### config.mk
export PLATFORM = sky130hd
export DESIGN_NAME = ball_motion
export DESIGN_NICKNAME = d
export VERILOG_FILES = /design/src/rtl/ball_motion.sv
export SDC_FILE = /design/constraint.sdc
export NUM_CORES = 1
export LEC_CHECK = 0
export CAP_MARGIN = 20
export CORE_ASPECT_RATIO = 1.5
export CORE_MARGIN = 2
export CORE_UTILIZATION = 52
export DETAILED_ROUTE_END_ITERATION = 16
export PLACE_DENSITY = 0.78
export SYNTH_ARGS = -nofsm -noshare
export SYNTH_HDL_FRONTEND = slang
export SYNTH_SLANG_ARGS = --single-unit
### constraint.sdc
create_clock -name clk -period 5.3 [get_ports clk]
set_input_delay 0.795 -clock clk [delete_from_list [all_inputs] [get_ports clk]]
set_output_delay 0.795 -clock clk [all_outputs]
set_load 0.1 [all_outputs]
### src/rtl/ball_motion.sv
// Pong ball engine: owns ball position/velocity, steps once per frame tick,
// bounces off walls and paddles, and re-serves from the centre after a score.
module ball_motion #(
  parameter int X_WIDTH     = 10,
  parameter int Y_WIDTH     = 10,
  parameter int SCREEN_W    = 640,
  parameter int SCREEN_H    = 480,
  parameter int BALL_SIZE   = 8,
  parameter int STEP_MAX    = 7,
  parameter int SERVE_DELAY = 60
) (
  input  logic                            clk,
  input  logic                            rst,
  input  logic                            tick,
  input  logic                            serve,
  input  logic                            hit_left,
  input  logic                            hit_right,
  output logic [X_WIDTH-1:0]              ball_x,
  output logic [Y_WIDTH-1:0]              ball_y,
  output logic                            dir_x,
  output logic                            dir_y,
  output logic [$clog2(STEP_MAX+1)-1:0]   speed,
  output logic                            score_left,
  output logic                            score_right,
  output logic [1:0]                      state
);

  localparam int SW = $clog2(STEP_MAX + 1);
  localparam int CW = $clog2(SERVE_DELAY + 1);
  localparam int X_MAX_I = SCREEN_W - BALL_SIZE;
  localparam int Y_MAX_I = SCREEN_H - BALL_SIZE;

  localparam logic [X_WIDTH:0]   X_MAX = (X_WIDTH+1)'(X_MAX_I);
  localparam logic [Y_WIDTH:0]   Y_MAX = (Y_WIDTH+1)'(Y_MAX_I);
  localparam logic [X_WIDTH-1:0] X_C   = X_WIDTH'(X_MAX_I / 2);
  localparam logic [Y_WIDTH-1:0] Y_C   = Y_WIDTH'(Y_MAX_I / 2);
  localparam logic [SW-1:0]      SMAX  = SW'(STEP_MAX);
  localparam logic [SW-1:0]      SONE  = SW'(1);
  localparam logic [CW-1:0]      CLAST = CW'(SERVE_DELAY - 1);

  typedef enum logic [1:0] {IDLE = 2'd0, MOVE = 2'd1, SCORED = 2'd2} state_t;

  state_t             st, st_d;
  logic [X_WIDTH-1:0] x_d;
  logic [Y_WIDTH-1:0] y_d;
  logic               dx_d, dy_d, sl_d, sr_d;
  logic [SW-1:0]      spd_d;
  logic [CW-1:0]      cnt, cnt_d;

  logic               hit, ndir, x_exit;
  logic [SW-1:0]      nspd;
  logic [X_WIDTH:0]   xe, sx, nx;
  logic [Y_WIDTH:0]   ye, sy, ny;

  always_ff @(posedge clk or negedge rst) begin
    if (!rst) begin
      st          <= IDLE;
      ball_x      <= X_C;
      ball_y      <= Y_C;
      dir_x       <= 1'b1;
      dir_y       <= 1'b1;
      speed       <= SONE;
      score_left  <= 1'b0;
      score_right <= 1'b0;
      cnt         <= '0;
    end else begin
      st          <= st_d;
      ball_x      <= x_d;
      ball_y      <= y_d;
      dir_x       <= dx_d;
      dir_y       <= dy_d;
      speed       <= spd_d;
      score_left  <= sl_d;
      score_right <= sr_d;
      cnt         <= cnt_d;
    end
  end

  // Step arithmetic runs one bit wider than the coordinates so it never wraps.
  always_comb begin
    hit  = dir_x ? hit_right : hit_left;
    ndir = hit ? ~dir_x : dir_x;
    nspd = (hit && speed < SMAX) ? speed + SONE : speed;
    xe   = {1'b0, ball_x};
    ye   = {1'b0, ball_y};
    sx   = (X_WIDTH+1)'(nspd);
    sy   = (Y_WIDTH+1)'(nspd);

    if (ndir) begin
      x_exit = (xe + sx) >= X_MAX;
      nx     = x_exit ? X_MAX : xe + sx;
    end else begin
      x_exit = xe <= sx;
      nx     = x_exit ? '0 : xe - sx;
    end

    ny   = '0;
    dy_d = dir_y;
    if (dir_y) begin
      if ((ye + sy) >= Y_MAX) begin
        ny   = Y_MAX;
        dy_d = 1'b0;
      end else begin
        ny = ye + sy;
      end
    end else begin
      if (ye <= sy) begin
        ny   = '0;
        dy_d = 1'b1;
      end else begin
        ny = ye - sy;
      end
    end

    st_d  = st;
    x_d   = ball_x;
    y_d   = ball_y;
    dx_d  = dir_x;
    spd_d = speed;
    sl_d  = 1'b0;
    sr_d  = 1'b0;
    cnt_d = cnt;

    case (st)
      IDLE: begin
        dy_d = dir_y;
        if (serve) st_d = MOVE;
      end
      MOVE: begin
        if (tick) begin
          x_d   = nx[X_WIDTH-1:0];
          y_d   = ny[Y_WIDTH-1:0];
          dx_d  = ndir;
          spd_d = nspd;
          // A paddle hit suppresses scoring even if the step lands on an edge.
          if (x_exit && !hit) begin
            st_d = SCORED;
            sl_d = ndir;
            sr_d = ~ndir;
          end
        end else begin
          dy_d = dir_y;
        end
      end
      SCORED: begin
        dy_d = dir_y;
        if (tick) begin
          if (cnt == CLAST) begin
            st_d  = IDLE;
            x_d   = X_C;
            y_d   = Y_C;
            spd_d = SONE;
            dx_d  = ~dir_x;
            cnt_d = '0;
          end else begin
            cnt_d = cnt + 1'b1;
          end
        end
      end
      default: begin
        dy_d = dir_y;
        st_d = IDLE;
      end
    endcase
  end

  assign state = st;

endmodule

Word-level counts from Yosys, hierarchy flattened

Cells that the tools add are included.

Add/subtract/negate cells: 6
Magnitude comparators: 5
Equal/unequal tests: 8
Multiplexer cells: 42
Bitwise logic cells: 2
Reductions and logical operators: 9

Operators with widths:

| kind                                                                    | number |
|---|---|
| 10-bit 2-to-1 mux                                                       | 12 |
| 10-bit case mux with 2 select lines                                     | 2 |
| 10-bit by 3-bit adder with 11-bit output                                | 2 |
| 10-bit by 3-bit less-or-equal comparator with 1-bit output              | 2 |
| 10-bit by 3-bit subtractor with 10-bit output                           | 2 |
| 1-bit 2-to-1 mux                                                        | 15 |
| 3-bit 2-to-1 mux                                                        | 4 |
| 11-bit by 10-bit >= comparator with 1-bit output, second input constant | 1 |
| 11-bit by 9-bit >= comparator with 1-bit output, second input constant  | 1 |
| 2-bit 2-to-1 mux                                                        | 5 |
| 2-bit inequality test, second input constant                            | 5 |
| 6-bit by 1-bit adder with 6-bit output, second input constant           | 1 |
| 6-bit equality test, second input constant                              | 1 |
| 6-bit 2-to-1 mux                                                        | 1 |
| 2-bit case mux with 3 select lines                                      | 1 |
| 3-bit case mux with 2 select lines                                      | 1 |
| 5-bit AND reduction                                                     | 1 |
| 2-bit AND reduction                                                     | 2 |
| 4-bit AND reduction                                                     | 1 |
| 3-bit by 1-bit adder with 3-bit output, second input constant           | 1 |
| 3-bit less-than comparator, second input constant                       | 1 |
| 2-bit by 1-bit equality test with 1-bit output, second input constant   | 1 |
| 2-bit equality test, second input constant                              | 1 |
| 1-bit logical AND                                                       | 2 |
| 5 further kinds                                                         | 6 |

Register bits after elaboration: 35
Input bits: 6
Logic and storage cells: 81

Logic depth before layout (Yosys ltp)

Gate-level depths: netlist (run 1).

Depth in word-level cells: 10
Mapped depth: 15

Worst setup path after synthesis (run 1)

OpenSTA, ideal clock, no wires.

Path kind: register to register
Start: reg dir_x
End: reg ball_y[9]
Library setup time: 163 ps
Data arrival time: 3651 ps
Data required time: 5137 ps
Slack: 1486 ps
Cell stages (with the launch flop): 13
Path buffers: 1
Cells stage by stage: dfstp_2 buf_2 nand2_1 o21ai_1 a21oi_1 a21oi_1 ha_1 or3b_2 a2111oi_4 or2b_2 a21oi_1 o21ai_0 o31ai_1

Longest elaborated chain between the ends: 9
Elaborated cells between the ends (all ways): 12

Ends and longest elaborated chain:

| item                                            | line | source |
|---|---|---|
| from (decl)                                     | 20   | `output logic dir_x,` |
| from (signal assigned)                          | 60   | `dir_x <= 1'b1;` |
| from (signal assigned)                          | 70   | `dir_x <= dx_d;` |
| 1-bit 2-to-1 mux (*)                            | 81   | `hit = dir_x ? hit_right : hit_left;` |
| 1-bit logical AND (*)                           | 83   | `nspd = (hit && speed < SMAX) ? speed + SONE : speed;` |
| 3-bit 2-to-1 mux (*)                            | 83   |  |
| 10-bit by 3-bit adder with 11-bit output        | 104  | `ny = ye + sy;` |
| 11-bit by 9-bit >= comparator with 1-bit output | 100  | `if ((ye + sy) >= Y_MAX) begin` |
| 10-bit 2-to-1 mux                               | 100  |  |
| 10-bit 2-to-1 mux (*)                           | 99   | `if (dir_y) begin` |
| 10-bit 2-to-1 mux (*)                           | 130  | `if (tick) begin` |
| 10-bit case mux with 2 select lines (*)         | 124  | `case (st)` |
| to (signal assigned)                            | 69   | `ball_y <= y_d;` |
| to (decl)                                       | 19   | `output logic [Y_WIDTH-1:0] ball_y,` |

Every way passes the cells marked *; elsewhere a longest branch is shown, timed or not. The select of a mux whose other input is x is not followed.
A chain may end at the register's enable or synchronous reset.

Worst setup path in the final report (run 1)

Start: in hit_left
End: reg ball_x[2]

Longest elaborated chain between the ends: 9
Elaborated cells between the ends (all ways): 13

Ends and longest elaborated chain:

| item                                             | line | source |
|---|---|---|
| from (decl)                                      | 16   | `input logic hit_left,` |
| 1-bit 2-to-1 mux (*)                             | 81   |  |
| 1-bit logical AND                                | 83   |  |
| 3-bit 2-to-1 mux                                 | 83   |  |
| 10-bit by 3-bit adder with 11-bit output         | 91   | `nx = x_exit ? X_MAX : xe + sx;` |
| 11-bit by 10-bit >= comparator with 1-bit output | 90   | `x_exit = (xe + sx) >= X_MAX;` |
| 10-bit 2-to-1 mux                                | 91   |  |
| 10-bit 2-to-1 mux (*)                            | 89   | `if (ndir) begin` |
| 10-bit 2-to-1 mux (*)                            | 130  |  |
| 10-bit case mux with 2 select lines (*)          | 124  |  |
| to (signal assigned)                             | 58   | `ball_x <= X_C;` |
| to (signal assigned)                             | 68   | `ball_x <= x_d;` |
| to (decl)                                        | 18   | `output logic [X_WIDTH-1:0] ball_x,` |

Marks and branches as above.

==> run metrics, run 1 <==
mux cell area share after synthesis under 10%; Final HPWL DP 6.18 mm; area of the multi-input gates ~2000 um2; detailed router's first-iteration violation count 195; Worst setup EP type flop; Compound-Gate Fraction of Synth Area 28.2%; post-synth top area cell dfrtp_1; Post-synth top flop dfrtp_1; die height 98.1 um; final setup vio count 0; fillers between 400 and 500; Seq/Total Area, Yosys 29.1%; global-route wire length before repair 14.0 mm; Worst Max-Slew Pin Slew 0.984 ns; Yosys reg bits 35; Setup TNS Final 0 ns; initial antenna violation count 0; Tcrit/Tclk final 82.5%; final wirelength 8.48 mm; Setup Skew 0.00528 ns; Simple-Gate Fraction of Synth Area 22.7%; die footprint 6540 um2; GRT overflow 0; Placed Instances about 460; via count 3004; routed len/inst approximately 18 um; Die X 66.7 um; P&R area growth vs syn 15.8%; CP Max Fanout 8; Syn Std Cell Area 3070 um2; hold bufs inserted after CTS 0; Root Driver clkbuf_8; area of placed instances roughly 3400 um2; GP Congestion 0.938; post-route DRC violation count 0; CP startpoint hit_left; Slew HR 34.2%; critical path type in2reg; FP Rows 34; Synth Net Count 397; Synth area leaders dfrtp_1 18%, dfstp_2 11%, ha_1 7.3%; I/O Buffers 34; share of the synthesized area in the top cell type 17.9%; Post-Synth Adder-Cell Area 9.95%; fin area 3550 um2; CTS Buf Count 5; CTS sink count 35; final hold violation count 0; Clk pin slew, worst setup/hold paths around 0.080 ns; worst hold start cnt[4]; drt first pass iters 5; layout cells sized above 1 9.92%; EDFF count, synth 0; Critical Path AT 4.62 ns; vias in the first global route roughly 2800; ant diodes 0; unrepaired setup endpoints after global routing false; largest net degree at the start of global routing 36; minimum clock period 4.37 ns; YS warnings 0; Post-CTS Setup Inserts 0; Initial Util between 50% and 60%; Via-to-Cell Ratio 6.46; Critical Path Source Type input pin; Syn Area/Cell 8.31 um2; Slew Limit Fails 0; Hold/Removal Path Class reg2reg; CTS tree built; maxcap violations 0; Req. time, crit path 5.54 ns; Antenna Nets Post-Route 0; # resized after CTS 0; Clock Path Buffers 2; GRT Total Usage 27.5%; clk_lat worst skew 0.30 ns; XOR/XNOR Fraction of Synth Area 3.14%; main combinational cell family by area after synthesis compound AO/OA/AOI/OAI gates; Max Fclk 229 MHz; Distinct cells, synth 72; # IOs 35; status finished clean; register area around 890 um2; Core Area between 5000 and 6000 um2; cell count after synthesis around 370; Finished Layout Cells approximately 470; fin nets 420; H-Tree Depth 2; Critical R2R Launch dir_x; async set or reset register ratio after synthesis 100%
[area by class of cell]
| class | count | share of cell area, % |
|---|---|---|
| multi-input cells | 296 | 56.7 |
| flip-flops and latches | 35 | 25.1 |
| repair buffers | 38 | 10.3 |
| well taps | 72 | 2.54 |
| clock buffers | 6 | 2.04 |
| clock inverters | 2 | 1.69 |
| inverters | 16 | 1.69 |
[cell usage after synthesis (3+ instances only)]
library cell / instances
a211oi_1: 4
a21o_1: 5
a21oi_1: 22
a22o_1: 5
a22oi_1: 3
a31oi_1: 6
and3_1: 4
and4b_1: 3
buf_2: 6
clkbuf_1: 13
dfrtp_1: 22
dfstp_2: 13
fa_1: 4
ha_1: 18
inv_1: 16
mux2i_1: 4
nand2_1: 37
nand3_1: 6
nand4_1: 5
nor2_1: 30
nor2b_1: 7
nor3_1: 18
nor4_1: 3
o21a_1: 3
o21ai_0: 24
o21ai_1: 4
o21bai_1: 4
o22a_1: 4
o22ai_1: 6
o31ai_1: 4
or3_1: 6
xnor2_1: 6
xor2_1: 5
[layout by cell type, fill, tap and decap left out, types with 5 or more instances in the layout]
| master | count |
|---|---|
| xnor2_1 | 6 |
| a31oi_1 | 6 |
| inv_1 | 16 |
| xor2_1 | 5 |
| nand2_1 | 37 |
| or3_1 | 6 |
| nor3_1 | 18 |
| nand4_1 | 5 |
| ha_1 | 18 |
| a22o_1 | 5 |
| clkbuf_8 | 5 |
| dfrtp_1 | 22 |
| nand3_1 | 6 |
| nor2b_1 | 7 |
| a21oi_1 | 22 |
| o21ai_0 | 24 |
| nor2_1 | 30 |
| o22ai_1 | 6 |
| clkdlybuf4s50_1 | 33 |
| a21o_1 | 5 |
| dfstp_2 | 13 |
[worst max-delay path: stages]
cell	delay [ns]
clkdlybuf4s50_1	0.51
inv_1	0.05
o21ai_1	0.48
a21oi_1	0.14
a21oi_1	0.43
ha_1	0.40
o21ai_1	0.15
nor3b_1	0.45
a32o_1	0.24
a31oi_1	0.10
buf_4	0.17
nor4_1	0.50
o22a_1	0.20
[worst paths after layout]
kind,to,slack [ns],depth (start not counted)
min in group asynchronous,ball_x[1],0.57,1
worst min register to register,cnt[4],0.50,1
worst max register to register,ball_x[2],1.43,12
worst min-delay path,cnt[4],0.50,1
max in group asynchronous,cnt[2],4.20,1
worst max-delay path,ball_x[2],0.93,13
[metal layers]
layer | GRT usage [%] | share of wire, % | vias up
li1 | - | - | 1408
met1 | 31.0 | 38 | 1445
met2 | 47.9 | 53 | 113
met3 | 4.49 | 4.1 | 38
met4 | 15.2 | 5.1 | 0
met5 | 0 | 0 | -
[flip-flops by register name (all words and copies together), names as in the netlist]
name / cells
ball_x: 10
ball_y: 10
cnt: 6
dir_x: 1
dir_y: 1
score_left: 1
score_right: 1
speed: 3
state: 2
[cell families after synthesis]
kind of cell / Yosys count
mux: 5
compound gates: 121
flops: 35
simple gates: 137
fa+ha+maj: 22
buf+inv: 38
xor+xnor: 11
[through the flow]
stage | setup slack [ns] | hold slack (ns) | util (%)
2_1_floorplan | 1.49 | 0.457 | -
3_3_place_gp | 0.749 | 0.480 | 59.6
3_5_place_dp | 0.665 | 0.494 | 59.6
4_1_cts | 0.962 | 0.505 | 61.9
5_1_grt | 0.634 | 0.556 | 61.9
6_report | 0.927 | 0.500 | 61.9
Power of run 1 is left out: the tool's default activity adds up to more than one toggle a clock period on the data nets, which glitch-free logic cannot reach.
==> inputs of run 2 (changes only) <==
--- a/config.mk
+++ b/config.mk
@@ -10,7 +10,7 @@
 export CORE_MARGIN = 2
 export CORE_UTILIZATION = 52
 export DETAILED_ROUTE_END_ITERATION = 16
-export PLACE_DENSITY = 0.78
+export PLACE_DENSITY = 0.81
 export SYNTH_ARGS = -nofsm -noshare
 export SYNTH_HDL_FRONTEND = slang
 export SYNTH_SLANG_ARGS = --single-unit
==> constraint.sdc (replaced) <==
create_clock -name clk -period 3.9 [get_ports clk]
set_input_delay 0.585 -clock clk [delete_from_list [all_inputs] [get_ports clk]]
set_output_delay 0.585 -clock clk [all_outputs]
set_load 0.1 [all_outputs]
==> run 2 against run 1 <==
Compared with the run above:
- core utilization up 1.3 points
- critical path depth up 1
- flip-flop and latch count unchanged
- design area up 2.0%
- worst hold slack worse by 0.0040 ns
- clock-buffer cell count unchanged
- die area unchanged
- critical path type unchanged
==> run metrics, run 2 (same netlist as run 1, synthesis figures left out) <==
status finished clean; Core Area 5740 um2; clk_lat worst skew 0.29 ns; Post-CTS Setup Inserts 0; CTS tree built; fillers 499; Setup Skew about 0.0089 ns; Setup WS pre-CTS -0.197 ns; Clock Path Buffers 2; Hold/Removal Path Class reg2reg; global-route wire length before repair 14.4 mm; Via-to-Cell Ratio 6.54; maxcap violations 0; GRT Total Usage 28.1%; Largest regs ball_x (10), ball_y (10), cnt (6); ant diodes 0; vias in the first global route 3079; Worst Max-Slew Pin Slew 0.981 ns; Worst setup EP type flop; Initial Util 53.4%; final hold violation count 0; Placed Instances 471; minimum clock period 3.71 ns; die footprint about 6500 um2; initial antenna violation count 0; via count 3135; unrepaired setup endpoints after global routing false; Die X roughly 67 um; Final HPWL DP 6.17 mm; Finished Layout Cells 479; critical path type in2reg; Max Fclk 269 MHz; CTS Buf Count 5; fin area about 3600 um2; H-Tree Depth 2; drt first pass iters 6; layout cells sized above 1 13.5%; Setup TNS Final 0 ns; Slew HR 34.4%; Req. time, crit path 4.07 ns; post-route DRC violation count 0; most frequent cells in the layout 37 x nand2_1, 34 x clkdlybuf4s50_1, 30 x nor2_1; detailed router's first-iteration violation count around 270; final setup vio count 0; die height 98.1 um; routed len/inst around 18 um; Critical Path Source Type input pin; Slew Limit Fails 0; Antenna Nets Post-Route 0; GRT overflow 0; I/O Buffers 34; worst setup margin 0.189 ns; Critical Path AT 3.88 ns; largest net degree at the start of global routing 36; Tcrit/Tclk final a little over nine tenths; CP Max Fanout 9; commonest non-fill, non-tap cell in the layout nand2_1; Root Driver clkbuf_8; FP Rows 34; # IOs 35; area of placed instances 3530 um2; P&R area growth vs syn 18.2%; final wirelength approximately 8.5 mm; Clk pin slew, worst setup/hold paths 0.08 ns; fin nets between 400 and 500; GP Congestion 0.991; CTS sink count 35
==> run 2: critical path, stage by stage <==
cell	delay [ns]
clkdlybuf4s50_1	0.50
inv_1	0.05
o21ai_1	0.14
buf_4	0.18
nand2_1	0.06
a22o_1	0.23
buf_4	0.16
ha_1	0.31
or3b_2	0.48
a2111oi_4	0.58
a21oi_1	0.12
o21ai_0	0.23
o2bb2a_1	0.18
o21ai_0	0.08
==> run 2: path summary, 6_finish.rpt <==
| kind | startpoint | end | slack (ns) | cells after the start |
|---|---|---|---|---|
| max | hit_left | ball_y[4] | 0.19 | 14 |
| min | cnt[4] | cnt[4] | 0.50 | 1 |
| max reg2reg | dir_x | ball_y[4] | 0.38 | 13 |
| min reg2reg | cnt[4] | cnt[4] | 0.50 | 1 |
| max in group asynchronous | rst | ball_y[6] | 2.83 | 2 |
| min in group asynchronous | rst | ball_x[1] | 0.71 | 2 |
==> run 2: metal layers <==
| layer | vias to the layer above | global-route usage, % | share of wire (%) |
|---|---|---|---|
| met5 | - | 0 | 0 |
| met4 | 0 | 15.4 | 4.9 |
| met3 | 49 | 5.18 | 5.9 |
| met2 | 158 | 49.5 | 54 |
| met1 | 1486 | 30.6 | 36 |
| li1 | 1442 | - | - |
==> run 2: final cells by class <==
class	count	area [um2]	share of cell area [%]
Sequential cell	35	892	24.6
Clock buffer	6	72.6	2.00
Inverter	16	60.1	1.66
Clock inverter	2	12.5	0.345
Multi-Input combinational cell	296	2020	55.8
Tap cell	72	90.1	2.48
Timing Repair Buffer	52	475	13.1
==> run 2: what timing repair did <==
| action | in CTS | in global routing |
|---|---|---|
| endpoints found under the setup margin | 0 | 6 |
| hold buffers | 0 | 0 |
| resized for setup | 0 | 3 |
==> run 2: through the flow <==
| stage | utilization, % | hold WS, ns |
|---|---|---|
| 6_report | 63.1 | 0.496 |
| 2_1_floorplan | - | 0.289 |
| 4_1_cts | 63.0 | 0.499 |
| 3_5_place_dp | 61.5 | 0.486 |
| 5_1_grt | 63.1 | 0.551 |
| 3_3_place_gp | 61.5 | 0.483 |
Power of run 2 is left out for the same reason.
==> inputs of run 3 (changes only) <==
--- a/config.mk
+++ b/config.mk
@@ -9,6 +9,7 @@
 export CORE_ASPECT_RATIO = 1.5
 export CORE_MARGIN = 2
 export CORE_UTILIZATION = 52
+export CTS_CLUSTER_DIAMETER = 120
 export DETAILED_ROUTE_END_ITERATION = 16
 export PLACE_DENSITY = 0.81
 export SYNTH_ARGS = -nofsm -noshare
==> results of run 3 <==
The final DEF is identical to that of run 2; final timing and power are the same.
Power of run 3 is left out for the same reason.
